`src/rtl/pc_unit.sv`:
```
// pc_unit: program counter with stall, sticky halt and a circular
// return-address stack used to predict the target of returns.
// The PC and RAS advance only on an enabled, non-halted, non-halting edge.
module pc_unit #(
    parameter int               WIDTH     = 32,
    parameter logic [WIDTH-1:0] RESET_PC  = '0,
    parameter int               RAS_DEPTH = 4
) (
    input  logic                       CLK,
    input  logic                       RST,
    input  logic                       en,
    input  logic                       halt,
    input  logic                       jump,
    input  logic [25:0]                jumpi_addr,
    input  logic                       branch,
    input  logic [15:0]                branch_addr,
    input  logic                       jr,
    input  logic [WIDTH-1:0]           jr_addr,
    input  logic                       link,
    input  logic                       ret,
    output logic [WIDTH-1:0]           addr,
    output logic [WIDTH-1:0]           npc,
    output logic                       halted,
    output logic [$clog2(RAS_DEPTH):0] ras_count,
    output logic                       ras_miss
);

    localparam int PTR_W = $clog2(RAS_DEPTH);
    localparam int CNT_W = PTR_W + 1;
    localparam logic [CNT_W-1:0] RAS_FULL = CNT_W'(RAS_DEPTH);

    // Elaboration-time parameter sanity checks.
    if (WIDTH < 32) begin : g_bad_width
        $error("pc_unit: WIDTH must be >= 32");
    end
    if (RESET_PC[1:0] != 2'b00) begin : g_bad_reset_pc
        $error("pc_unit: RESET_PC must be word aligned");
    end
    if ((RAS_DEPTH < 2) || ((RAS_DEPTH & (RAS_DEPTH - 1)) != 0)) begin : g_bad_depth
        $error("pc_unit: RAS_DEPTH must be a power of two >= 2");
    end

    // Next-address source, highest priority first in the selection logic.
    typedef enum logic [2:0] {
        SRC_SEQ,
        SRC_BR,
        SRC_JMP,
        SRC_JR,
        SRC_RET
    } src_e;

    // Jump-immediate target: keep the top region bits of pc+4.
    function automatic logic [WIDTH-1:0] jump_target(
        input logic [WIDTH-1:0] base,
        input logic [25:0]      field
    );
        return {base[WIDTH-1:28], field, 2'b00};
    endfunction

    // Branch target: pc+4 plus the sign-extended word offset, modulo 2^WIDTH.
    function automatic logic [WIDTH-1:0] branch_target(
        input logic [WIDTH-1:0]   base,
        input logic signed [15:0] offset
    );
        logic signed [WIDTH-1:0] off_ext;
        off_ext = offset;
        return base + $unsigned(off_ext <<< 2);
    endfunction

    // Architectural state.
    logic [WIDTH-1:0] pc_p0;
    logic             halted_p0;
    logic             ras_miss_p0;
    logic [PTR_W-1:0] ras_ptr_p0;
    logic [CNT_W-1:0] ras_cnt_p0;
    logic [WIDTH-1:0] ras_mem [RAS_DEPTH];

    // Next-state and helper signals.
    logic [WIDTH-1:0] pc4;
    logic [WIDTH-1:0] pc_nxt;
    logic             halted_nxt;
    logic             ras_miss_nxt;
    logic [PTR_W-1:0] ras_ptr_nxt;
    logic [CNT_W-1:0] ras_cnt_nxt;
    logic [PTR_W-1:0] ras_top_idx;
    logic [WIDTH-1:0] ras_top;
    logic             ras_empty;
    logic             ras_full;
    logic             take;
    logic             do_push;
    logic             do_pop;
    logic             do_replace;
    logic             ras_we;
    logic [PTR_W-1:0] ras_widx;
    src_e             src;

    assign pc4         = pc_p0 + WIDTH'(4);
    assign ras_top_idx = ras_ptr_p0 - PTR_W'(1);
    assign ras_top     = ras_mem[ras_top_idx];
    assign ras_empty   = (ras_cnt_p0 == '0);
    assign ras_full    = (ras_cnt_p0 == RAS_FULL);

    // An edge that samples halt must not advance, so halt blocks it immediately.
    assign take       = en && !halted_p0 && !halt;
    assign halted_nxt = halted_p0 | halt;

    // Priority select among the redirect strobes.
    always_comb begin
        src = SRC_SEQ;
        if (ret) begin
            src = SRC_RET;
        end else if (jr) begin
            src = SRC_JR;
        end else if (jump) begin
            src = SRC_JMP;
        end else if (branch) begin
            src = SRC_BR;
        end
    end

    // Next PC and the RAS operation requested by the selected source.
    always_comb begin
        pc_nxt       = pc_p0;
        do_push      = 1'b0;
        do_pop       = 1'b0;
        do_replace   = 1'b0;
        ras_miss_nxt = 1'b0;
        if (take) begin
            case (src)
                SRC_RET: begin
                    if (!ras_empty) begin
                        pc_nxt = ras_top;
                        // ret with link is pop-then-push: overwrite the top in place.
                        if (link) begin
                            do_replace = 1'b1;
                        end else begin
                            do_pop = 1'b1;
                        end
                    end else begin
                        pc_nxt       = jr_addr;
                        ras_miss_nxt = 1'b1;
                        do_push      = link;
                    end
                end
                SRC_JR: begin
                    pc_nxt  = jr_addr;
                    do_push = link;
                end
                SRC_JMP: begin
                    pc_nxt  = jump_target(pc4, jumpi_addr);
                    do_push = link;
                end
                SRC_BR: begin
                    pc_nxt = branch_target(pc4, $signed(branch_addr));
                end
                default: begin
                    pc_nxt = pc4;
                end
            endcase
        end
    end

    // RAS pointer/count bookkeeping; a push when full overwrites the oldest slot.
    always_comb begin
        ras_ptr_nxt = ras_ptr_p0;
        ras_cnt_nxt = ras_cnt_p0;
        ras_we      = 1'b0;
        ras_widx    = ras_ptr_p0;
        if (do_push) begin
            ras_we      = 1'b1;
            ras_widx    = ras_ptr_p0;
            ras_ptr_nxt = ras_ptr_p0 + PTR_W'(1);
            if (!ras_full) begin
                ras_cnt_nxt = ras_cnt_p0 + CNT_W'(1);
            end
        end else if (do_replace) begin
            ras_we   = 1'b1;
            ras_widx = ras_top_idx;
        end else if (do_pop) begin
            ras_ptr_nxt = ras_top_idx;
            ras_cnt_nxt = ras_cnt_p0 - CNT_W'(1);
        end
    end

    // Control state register: reset dominates everything.
    always_ff @(posedge CLK) begin
        if (RST) begin
            pc_p0       <= RESET_PC;
            halted_p0   <= 1'b0;
            ras_miss_p0 <= 1'b0;
            ras_ptr_p0  <= '0;
            ras_cnt_p0  <= '0;
        end else begin
            pc_p0       <= pc_nxt;
            halted_p0   <= halted_nxt;
            ras_miss_p0 <= ras_miss_nxt;
            ras_ptr_p0  <= ras_ptr_nxt;
            ras_cnt_p0  <= ras_cnt_nxt;
        end
    end

    // RAS storage: contents are not reset, only the pointer and count are.
    always_ff @(posedge CLK) begin
        if (!RST && ras_we) begin
            ras_mem[ras_widx] <= pc4;
        end
    end

    assign addr      = pc_p0;
    assign npc       = pc4;
    assign halted    = halted_p0;
    assign ras_count = ras_cnt_p0;
    assign ras_miss  = ras_miss_p0;

endmodule

```
`config.mk`:
```
export PLATFORM = sky130hd
export DESIGN_NAME = pc_unit
export DESIGN_NICKNAME = d
export VERILOG_FILES = /design/src/rtl/pc_unit.sv
export SDC_FILE = /design/constraint.sdc
export NUM_CORES = 1
export LEC_CHECK = 0
export ABC_AREA = 1
export CAP_MARGIN = 20
export CORE_MARGIN = 2
export CORE_UTILIZATION = 40
export DETAILED_ROUTE_END_ITERATION = 10
export PLACE_DENSITY = 0.71
export SLEW_MARGIN = 20
export SYNTH_ARGS = -nofsm -noshare
export SYNTH_HDL_FRONTEND = slang
export SYNTH_SLANG_ARGS = --single-unit
```
`constraint.sdc`:
```
create_clock -name CLK -period 3.8 [get_ports CLK]
set_clock_uncertainty 0.05 [all_clocks]
set_input_delay 1.14 -clock CLK [delete_from_list [all_inputs] [get_ports CLK]]
set_output_delay 1.14 -clock CLK [all_outputs]
set_load 0.05 [all_outputs]
```
After elaboration in Yosys (flattened, before gate mapping)
Memory sizes are Yosys's and may differ from the RTL's.
Index checks and enable logic that the tools add are counted.
Word-level totals
  register bits: 39
  memory bits (writable): 128
  input port bits: 83
  output and inout bits: 69
  logic and storage cells: 65
  memories kept: 1
Cells by class
  add/subtract/negate cells: 6
  equal/unequal tests: 7
  muxes and demuxes: 31
  bitwise gates (word level): 3
  reduce and logical (&&, ||, !) cells: 12
Memory list
  ras_mem: depth 4, bits a word 32, rd ports 1, clocked after memory_dff 0, wr ports 1, RTL line 76  | logic [WIDTH-1:0] ras_mem [RAS_DEPTH];
Operators with widths (number)
  $pmux W32 S4: 1
  $add A32 B3 Y32 const B: 1
  $add A32 B32 Y32: 1
  $mux W32: 1
  $mux W1: 16
  $mux W3: 5
  $mux W2: 7
  $eq A3 B2 Y1 const B: 2
  $eq A3 B3 Y1 const B: 2
  $ne A2 B2 Y1 const B: 2
  $add A3 B1 Y3 const B: 1
  $eq A3 B1 Y1 const B: 1
  $logic_and A1 B1 Y1: 3
  $logic_not A1 Y1: 3
  $logic_not A3 Y1: 1
  $reduce_and A3 Y1: 1
  $reduce_or A3 Y1: 1
  $sub A3 B1 Y3 const B: 1
  $add A2 B1 Y2 const B: 1
  $not A1 Y1: 2
  $pmux W1 S2: 1
  $reduce_and A2 Y1: 1
  $reduce_bool A2 Y1: 1
  $reduce_or A2 Y1: 1
  2 further kinds: 2

Longest topological paths before layout
Gate-level depths: netlist of the first run.
  depth in word-level cells: 12
  mapped depth: 25

Worst setup path before layout of the first run
OpenSTA, ideal clock, no wires.
  path type: register to register
  start point: reg pc_p0[2] (netlist: addr[2])
  end point: reg pc_p0[30] (netlist: addr[30])
  arrival time: 3.913 ns
  data required time: 3.641 ns
  setup slack: -0.272 ns
  cell stages (with the launch flop): 17
  buffers on the path: 0
  cell sequence: dfxtp_1 -> inv_1 -> nor2_8 -> nand2_1 -> nor2_1 -> xor2_1 -> ha_1 -> nand2_1 -> o21ai_0 -> a21oi_1 -> nor2_1 -> nor2_1 -> nand3_1 -> nand3_1 -> nand3b_1 -> nand2_1 -> inv_1
On the way
  cells in the longest elaborated chain, start to end: 3
RTL lines
  start: declaration: RTL line 71  | logic [WIDTH-1:0] pc_p0;
  start signal: assignment: RTL line 194  | pc_p0 <= pc_nxt;
  $add A32 B3 Y32: RTL line 97  | assign pc4 = pc_p0 + WIDTH'(4);
  net npc[2]: RTL line 22  | output logic [WIDTH-1:0] npc,
  $add A32 B32 Y32: RTL line 67  | return base + $unsigned(off_ext <<< 2);
  $pmux W32 S4: RTL line 129  | case (src)
The timed path passes the listed nets, and every way through them passes these cells.
A chain may end at the register's enable or synchronous reset.

Worst setup path after layout of the first run
  start point: reg pc_p0[2] (netlist: addr[2])
  end point: out npc[19]
On the way
  cells in the longest elaborated chain, start to end: 1
RTL lines (RTL line)
  $add A32 B3 Y32: 97
  end: declaration: 22
No other way between the ends.

==> results of run 1 <==
==> worst register-to-register path: stages (launching register included) <==
cell and delay (ns):
dfxtp_2 0.39, clkinvlp_4 0.20, nor2_8 0.23, nand2_4 0.12, nor3_1 0.22, xnor2_1 0.26
inv_1 0.24, ha_1 0.40, nand2_1 0.16, nor2_1 0.09, a21oi_1 0.16, nand2_1 0.10
o21ai_0 0.42, buf_4 0.20, nand4_1 0.07, nand2_1 0.09, a21oi_1 0.07
==> cell usage after synthesis, types with 3 or more instances <==
cell,count
nand3_1,67
inv_1,139
a211oi_1,12
o21bai_1,7
edfxtp_1,128
xor2_1,20
nand4_1,18
nor2_1,96
ha_1,34
nor4_1,3
buf_2,12
nand3b_1,16
a211o_1,4
nand2_4,3
o211ai_1,13
nand2_1,355
or2_2,6
and2_1,3
dfxtp_1,39
o21ai_0,46
nor2_8,3
o22ai_1,45
clkbuf_1,25
nor3_1,11
a21oi_1,100
o221ai_1,6
buf_1,4
==> logic make-up after synthesis <==
kind of cell	after synthesis	share of synthesized area
flip-flops	167	0.463
AO/OA/AOI/OAI	242	0.141
buffers and inverters	185	0.0717
adder cells (fa/ha/maj)	36	0.0466
AND/OR/NAND/NOR	591	0.257
XOR/XNOR	23	0.0209
==> area by class of cell <==
type	instances	area [sq um]
fillers	2308	11300
repair buffers	228	2230
clock inverters	14	155
clock buffers	18	429
multi-input cells	892	4730
flip-flops and latches	167	4630
well taps	324	405
inverters	142	537
==> flip-flops by register name (all words and copies together) (netlist names) <==
register	cells
ras_count	3
ras_mem	128
ras_ptr_p0	2
addr	32
halted	1
ras_miss	1
==> worst paths after layout <==
check | depth (start not counted) | from | slack (ns) | end
max reg2reg | 16 | addr[2] | 0.19 | addr[15]
min | 2 | halted | 0.45 | halted
max | 9 | addr[2] | 0.08 | npc[19]
min reg2reg | 2 | halted | 0.45 | halted
==> report_power, final <==
| group | internal, mW | switching (mW) |
|---|---|---|
| Combinational | 0.401 | 0.727 |
| Sequential | 2.00 | 0.0463 |
| Clock | 0.935 | 0.819 |
| Total | 3.33 | 1.59 |
==> stage by stage <==
stage / power, mW / util
final: 4.92 / 0.538
after global routing: 5.09 / 0.538
after detailed placement: 3.19 / 0.511
after floorplan: 2.70 / -
after global placement: 3.18 / 0.511
after CTS: 4.91 / 0.535
==> routing by layer <==
layer  vias up  global-route usage  share of wire
met2       432               0.447           0.46
met3        71              0.0511          0.077
met5         -                   0              0
met4         0               0.105          0.035
li1       4651                   -              -
met1      4642               0.383           0.43
==> what timing repair did <==
| item | 4_1_cts | 5_1_grt |
|---|---|---|
| pin swaps | 0 | 2 |
| resized for setup | 2 | 14 |
| setup endpoints to repair | 2 | 14 |
| setup buffers | 0 | 4 |
| cloned | 0 | 0 |
==> run_results.csv, run 1 <==
group,metric,value,unit
status,status,"finished, final reports clean",
place,placed_area,12500,sq um
worst_setup_path,slowest_stage,"dfxtp_2",
floorplanning,core_region_area,24400,sq um
place,hpwl,28200,um
clock_tree,cts_buffer_depth,2,
detailed_routing,drtIter0Drc,913,
timing,worst_pin_slew,0.829,ns
clock_tree,clk_pin_slew,0.07,ns
timing,slew_violations,0,
yosys,seq_area_frac_synth,0.463,
worst_setup_path,path_class,"flip-flop to output port",
clock_tree,root_buffer,"clkbuf_16",
yosys,synth-seq-cells,167,
place,port-buffer-count,151,
global_route,grt_pass1_wl,54400,um
clock_tree,cts_max_level,4,
yosys,synth_area,9990,sq um
worst_setup_path,critPathLaunchType,"flip-flop",
timing,final.setup.worst_slack,0.0762,ns
detailed_routing,drtAntennaViolNets,0,
cells_and_area,antenna_cells,0,
place,numPlacedInstances,1749,
detailed_routing,drc,0,
pwr,vdd.ir_drop.worst,227,uV
place,dpl_worst_slack,0.0391,ns
global_route,grt_pass1_vias,9044,
cells_and_area,final_layout_size_suffix_gt1_frac,0.124,
worst_setup_path,path_max_fanout,6,
detailed_routing,wl_per_cell,20.7,um
detailed_routing,viasPerCell,5.49,
worst_setup_path,critPathRequiredTime,2.61,ns
worst_setup_path,cp_data_arrival_time,2.53,ns
yosys,synthTopCellsByArea,"edfxtp_1, nand2_1, dfxtp_1, inv_1, a21oi_1",
yosys,synth_area_per_cell,8.03,sq um
global_route,overflow,0,
yosys,synth_top_area_frac,0.385,
clock_tree,tritoncts,"done",
hold_path,min_path_type,"flip-flop to flip-flop",
global_route,antenna_found_initial,0,
global_route,grtUsageTotal,0.281,
clock_tree,ctsHoldBuffers,0,
worst_setup_path,path_delay_family,"buffers and inverters",
worst_setup_path,slowest_delay,0.39,ns
detailed_routing,first_pass_iters,8,
clock_tree,cts_buffers,17,
worst_setup_path,worstPathCellList,"clkinvlp_4 > nor2_8 > nand3_1 > nor2_1 > nand2_1 > xor2_1 > inv_1 > buf_4 > buf_12",
cells_and_area,nets,1567,
timing,period_share,0.980,
detailed_routing,drt_wl_total,37000,um
cells_and_area,mostFrequentLayoutCells,"nand2_1, inv_1, edfxtp_1",
timing,setup_viol,0,
timing,max_slew_margin,0.444,
cells_and_area,area_delta_synth_final,31.3,%
yosys,syn_inst,1244,
flow_run,max-cap-violations,0,
timing,period_needed,3.72,ns
cells_and_area,layout.cells.non_filler,1785,
cells_and_area,final_area,13100,sq um
timing,achievable-frequency,269,MHz
yosys,synth_edf_count,128,
yosys,synth_area_leader_cell,"edfxtp_1",
pwr,powerDensity,375,nW/um^2
floorplanning,die_w,162,um
floorplanning,rows,57,
cells_and_area,final_common_cell,"nand2_1",
timing,whs,0.451,ns
floorplanning,die_h,162,um
yosys,ys.flop_type,"edfxtp_1",
timing,hold_viol,0,
clock_tree,clk_latency,0.43,ns
yosys,synth_nets,1363,
worst_setup_path,crit_path_end_kind,"output port",
pwr,p_leak,5.56,nW
floorplanning,initial_core_util,0.410,
place,gp_congestion,1.04,
yosys,yosys_warnings,0,
yosys,synthArstFlopShare,0,
yosys,synth.distinct_cells,44,
worst_setup_path,cp_num_buf_inv,4,
timing,fin_setup_tns,0,ns
global_route,grt_start_max_net_pins,43,
clock_tree,numClockSinks,167,
floorplanning,ioPinCount,152,
floorplanning,dieArea,26300,sq um
detailed_routing,num_vias,9796,
No activity file was read; power rests on OpenSTA's default activity.
==> inputs of run 2 (changes only) <==
--- a/config.mk
+++ b/config.mk
@@ -9,8 +9,9 @@
 export CAP_MARGIN = 20
 export CORE_MARGIN = 2
 export CORE_UTILIZATION = 40
+export CTS_BUF_LIST = sky130_fd_sc_hd__clkbuf_8
 export DETAILED_ROUTE_END_ITERATION = 10
-export PLACE_DENSITY = 0.71
+export PLACE_DENSITY = 0.69
 export SLEW_MARGIN = 20
 export SYNTH_ARGS = -nofsm -noshare
 export SYNTH_HDL_FRONTEND = slang
==> constraint.sdc (replaced) <==
create_clock -name CLK -period 4.8 [get_ports CLK]
set_clock_uncertainty 0.05 [all_clocks]
set_input_delay 1.44 -clock CLK [delete_from_list [all_inputs] [get_ports CLK]]
set_output_delay 1.44 -clock CLK [all_outputs]
set_load 0.05 [all_outputs]
==> run 2 against run 1 <==
  * Worst hold slack got worse by 0.0066 ns
  * Sequential share of layout area grew 1.6 points
  * First-iteration DRC count rose by 9.4%
  * Largest cell class unchanged
  * Non-clock buffer count shrank 38
  * Global-route usage is 0.26 points higher
  * Critical path type unchanged
  * Combinational power is 25% lower
  * Register-to-register slack gained 0.60 ns
  * Via count shrank 2.5%
  * Largest power group unchanged
  * Flip-flop and latch count unchanged
  * Setup slack better by 0.11 ns
  * Utilization fell by 2.5 points
  * Clock-buffer cell count is the same
==> run_results.csv, run 2 (same netlist as run 1, synthesis figures left out) <==
group,metric,value,unit
clock_tree,cts_buffers,17,
worst_setup_path,critPathRequiredTime,3.31,ns
cells_and_area,nets,1529,
detailed_routing,drc,0,
pwr,pwr-share-comb,0.236,
cells_and_area,antenna_cells,0,
timing,setup_viol,0,
clock_tree,post-cts-setup-buffer-count,0,
pwr,seq_power_share,0.448,
global_route,use_met1,0.401,
floorplanning,dieArea,26300,sq um
place,dpl_worst_slack,0.580,ns
flow_run,max-cap-violations,0,
timing,hold_viol,0,
pwr,switchingPower,1.23,mW
detailed_routing,first_pass_iters,6,
place,gp_congestion,1.01,
clock_tree,root_buffer,"clkbuf_8",
pwr,vdd.ir_drop.worst,156,uV
global_route,grtUsageTotal,0.283,
worst_setup_path,critPathLaunchType,"flip-flop",
floorplanning,ioPinCount,152,
detailed_routing,viasPerCell,5.47,
floorplanning,rows,57,
cells_and_area,mostFrequentLayoutCells,"nand2_1, clkdlybuf4s50_1, inv_1",
timing,max_slew_margin,0.590,
clock_tree,clk_latency,0.49,ns
floorplanning,initial_core_util,0.410,
timing,fin_setup_tns,0,ns
cells_and_area,n_fill_cell,2327,
pwr,internal_power,2.37,mW
timing,period_needed,4.62,ns
detailed_routing,wl_per_cell,21.1,um
cells_and_area,final_common_cell,"nand2_1",
cells_and_area,area_delta_synth_final,25.3,%
timing,period_share,0.962,
global_route,use_met2,0.444,
clock_tree,cts_max_level,4,
pwr,p_leak,5.33,nW
global_route,grt-busiest-layer,"met2",
pwr,p_clk_frac,0.316,
worst_setup_path,path_class,"flip-flop to output port",
clock_tree,cts_buffer_depth,2,
detailed_routing,num_vias,9551,
floorplanning,die_w,162,um
timing,worst_pin_slew,0.613,ns
worst_setup_path,path_max_fanout,6,
worst_setup_path,cp_data_arrival_time,3.13,ns
worst_setup_path,crit_path_end_kind,"output port",
cells_and_area,final_layout_size_suffix_gt1_frac,0.0710,
pwr,switching_share,0.342,
hold_path,min_path_type,"flip-flop to flip-flop",
detailed_routing,drt_wl_total,36800,um
global_route,grt_pass1_wl,55200,um
detailed_routing,drtAntennaViolNets,0,
cells_and_area,largest_reg_flops,128,
timing,achievable-frequency,217,MHz
timing,slew_violations,0,
global_route,grt_pass1_vias,9040,
detailed_routing,drtIter0Drc,999,
pwr,powerDensity,288,nW/um^2
clock_tree,tritoncts,"done",
cells_and_area,regMostFlops,"ras_mem",
floorplanning,core_region_area,24400,sq um
global_route,grt_start_max_net_pins,43,
timing,final.setup.worst_slack,0.184,ns
global_route,gr-usage-met3,0.0610,
global_route,antenna_found_initial,0,
place,port-buffer-count,151,
timing,grt_setup_unrepaired,"false",
global_route,overflow,0,
clock_tree,numClockSinks,167,
place,hpwl,28200,um
status,status,"finished, final reports clean",
floorplanning,die_h,162,um
clock_tree,clk_pin_slew,0.10,ns
==> run 2: power groups by stage <==
| stage | Sequential (mW) | Combinational (mW) | Clock, mW |
|---|---|---|---|
| after floorplan | 1.69 | 0.445 | 0 |
| after global placement | 1.64 | 0.837 | 0 |
| final | 1.61 | 0.851 | 1.14 |
| after detailed placement | 1.64 | 0.838 | 0 |
| after CTS | 1.61 | 0.842 | 1.14 |
| after global routing | 1.62 | 0.915 | 1.21 |
==> run 2: per-layer routing <==
layer,up-vias,part of all wire,wire length [um]
met2,418,0.45,16500
met3,47,0.085,3150
met5,-,0,0
met4,0,0.019,702
li1,4571,-,-
met1,4515,0.45,16500
==> run 2: path summary, 6_finish.rpt <==
path / start / end / slack (ns) / depth (start not counted)
hold reg to reg: halted / halted / 0.44 / 2
setup / recovery: addr[17] / npc[23] / 0.18 / 7
hold / removal: halted / halted / 0.44 / 2
setup reg to reg: addr[3] / addr[22] / 0.79 / 19
==> run 2: timing repair <==
action,CTS,global route
endpoints found under the setup margin,0,7
gates resized for setup,0,7
hold buffers,0,0
==> run 2: per-stage QoR <==
| stage | cell area (sq um) | util | cells | hold slack [ns] | power [mW] |
|---|---|---|---|---|---|
| 4_1_cts | 12500 | 0.513 | 1747 | 0.445 | 3.60 |
| 3_3_place_gp | 12100 | 0.495 | 1715 | 0.424 | 2.48 |
| 6_report | 12500 | 0.513 | 1747 | 0.444 | 3.60 |
| 3_5_place_dp | 12100 | 0.495 | 1715 | 0.430 | 2.48 |
| 5_1_grt | 12500 | 0.513 | 1747 | 0.472 | 3.74 |
| 2_1_floorplan | 9990 | - | 1244 | 0.526 | 2.14 |
==> run 2: cell type report <==
type                            count  area [sq um]  share of cell area
Clock buffer                       18           248              0.0198
Clock inverter                     14           189              0.0151
Inverter                          142           533              0.0426
Multi-Input combinational cell    892          4670               0.373
Sequential cell                   167          4620               0.369
Tap cell                          324           405              0.0324
Timing Repair Buffer              190          1850               0.147
==> run 2: critical path: stages (launching register included) <==
cell             delay [ns]
dfxtp_1                0.54
nand2_1                0.13
nor2_1                 0.27
nand2_1                0.15
or3_4                  0.35
xor2_1                 0.16
inv_1                  0.20
clkdlybuf4s50_1        0.84
==> inputs of run 3 (changes only) <==
--- a/config.mk
+++ b/config.mk
@@ -9,9 +9,8 @@
 export CAP_MARGIN = 20
 export CORE_MARGIN = 2
 export CORE_UTILIZATION = 40
-export CTS_BUF_LIST = sky130_fd_sc_hd__clkbuf_8
 export DETAILED_ROUTE_END_ITERATION = 10
-export PLACE_DENSITY = 0.69
+export PLACE_DENSITY = 0.72
 export SLEW_MARGIN = 20
 export SYNTH_ARGS = -nofsm -noshare
 export SYNTH_HDL_FRONTEND = slang
==> run 3 against run 2 <==
  * Largest cell class unchanged
  * Routed wire length down 0.35%
  * Worst hold slack better by 0.0034 ns
  * Sequential power barely moved
  * Die area did not move
  * Final cell count shrank 0.23%
  * Flip-flop and latch count unchanged
  * Via count grew 0.68%
  * Largest power group unchanged
  * Highest routed layer unchanged
  * Sequential share of layout area is 0.24 points lower
  * Utilization up 0.33 points
  * Clock power increased by 22%
==> run_results.csv, run 3 (same netlist as run 1, synthesis figures left out) <==
group,metric,value,unit
floorplanning,core_region_area,24400,sq um
clock_tree,cts_buffer_depth,2,
place,port-buffer-count,151,
clock_tree,ctsHoldBuffers,0,
detailed_routing,drtAntennaViolNets,0,
clock_tree,cts_buffers,17,
place,hpwl,27800,um
timing,worst_pin_slew,0.912,ns
cells_and_area,antenna_cells,0,
pwr,powerDensity,306,nW/um^2
cells_and_area,final_layout_size_suffix_gt1_frac,0.0684,
cells_and_area,regMostFlops,"ras_mem",
clock_tree,post-cts-setup-buffer-count,0,
status,status,"finished, final reports clean",
cells_and_area,nets,1525,
global_route,overflow,0,
flow_run,max-cap-violations,0,
floorplanning,rows,57,
worst_setup_path,path_max_fanout,6,
cells_and_area,final_common_cell,"nand2_1",
detailed_routing,drt_wl_total,36700,um
worst_setup_path,crit_path_end_kind,"output port",
global_route,grt_pass1_wl,54700,um
global_route,antenna_found_initial,0,
cells_and_area,mostFrequentLayoutCells,"nand2_1, clkdlybuf4s50_1, inv_1",
timing,hold_viol,0,
floorplanning,die_h,162,um
floorplanning,die_w,162,um
global_route,grtUsageTotal,0.280,
hold_path,min_path_type,"flip-flop to flip-flop",
timing,fin_setup_tns,0,ns
place,dpl_worst_slack,0.587,ns
timing,period_needed,4.68,ns
floorplanning,initial_core_util,0.410,
pwr,p_leak,5.25,nW
clock_tree,numClockSinks,167,
worst_setup_path,critPathRequiredTime,3.31,ns
worst_setup_path,cp_data_arrival_time,3.19,ns
timing,setup_viol,0,
clock_tree,cts_max_level,4,
global_route,grt_pass1_vias,8959,
clock_tree,root_buffer,"clkbuf_16",
clock_tree,clk_pin_slew,0.07,ns
clock_tree,tritoncts,"done",
pwr,internal_power,2.57,mW
clock_tree,cts-resized-gates,0,
pwr,pwr-share-comb,0.220,
detailed_routing,drc,0,
pwr,seq_power_share,0.419,
pwr,switching_share,0.334,
detailed_routing,viasPerCell,5.52,
cells_and_area,largest_reg_flops,128,
detailed_routing,first_pass_iters,5,
timing,slew_violations,0,
worst_setup_path,path_class,"flip-flop to output port",
timing,final.setup.worst_slack,0.124,ns
pwr,switchingPower,1.29,mW
detailed_routing,wl_per_cell,21.1,um
timing,max_slew_margin,0.390,
timing,period_share,0.974,
worst_setup_path,critPathLaunchType,"flip-flop",
detailed_routing,drtIter0Drc,1077,
timing,grt_setup_unrepaired,"false",
global_route,grt_start_max_net_pins,46,
floorplanning,dieArea,26300,sq um
clock_tree,clk_latency,0.44,ns
pwr,p_clk_frac,0.361,
timing,achievable-frequency,214,MHz
detailed_routing,num_vias,9616,
place,gp_congestion,0.984,
pwr,vdd.ir_drop.worst,227,uV
cells_and_area,area_delta_synth_final,26.1,%
floorplanning,ioPinCount,152,
## run 3: cell count changes in the layout (fill, tap and decap cells not counted), moves of 7 or more
| cell | before | now |
|---|---|---|
| clkbuf_8 | 18 | 0 |
| dlymetal6s2s_1 | 7 | 0 |
| clkdlybuf4s50_1 | 144 | 151 |
| clkbuf_16 | 0 | 17 |
## run 3: metal layers
metal	share of wire	vias up	GRT usage	routed length [um]
li1	-	4559	-	-
met1	0.45	4512	0.403	16400
met2	0.44	484	0.430	16200
met3	0.086	61	0.0536	3170
met4	0.027	0	0.0829	990
met5	0	-	0	0
## run 3: power by group through the flow
stage	Sequential [mW]	Combinational, mW	Clock (mW)
global route	1.62	0.913	1.46
finish	1.61	0.850	1.39
floorplan	1.69	0.445	0
detailed placement	1.65	0.833	0
global placement	1.64	0.830	0
CTS	1.61	0.837	1.40
## run 3: through the flow
stage / util / total power, mW / hold WS (ns) / instances / cell area [sq um]
final: 0.517 / 3.86 / 0.447 / 1743 / 12600
after detailed placement: 0.492 / 2.48 / 0.435 / 1711 / 12000
after CTS: 0.517 / 3.86 / 0.446 / 1743 / 12600
after global routing: 0.517 / 3.99 / 0.476 / 1743 / 12600
after global placement: 0.492 / 2.47 / 0.426 / 1711 / 12000
after floorplan: - / 2.14 / 0.526 / 1244 / 9990
## run 3: final timing paths
kind	startpoint	endpoint	slack, ns	depth (start not counted)
worst max-delay path	addr[3]	npc[26]	0.12	9
worst min-delay path	halted	halted	0.45	2
worst max register to register	addr[3]	addr[15]	0.85	17
worst min register to register	halted	halted	0.45	2
## run 3: cell type report
type	instances	area, sq um
clock inverters	15	175
well taps	324	405
repair buffers	186	1770
fillers	2317	11800
inverters	142	533
flip-flops and latches	167	4620
multi-input cells	892	4660
clock buffers	17	425
## run 3: critical path: stages (launching register included)
cell and delay [ns]:
dfxtp_1 0.39, ha_1 0.25, nand3_2 0.13, nor2_4 0.19
nand2_4 0.10, nor2_1 0.28, nand3_1 0.17, xor2_1 0.19
inv_1 0.20, clkdlybuf4s50_1 0.85
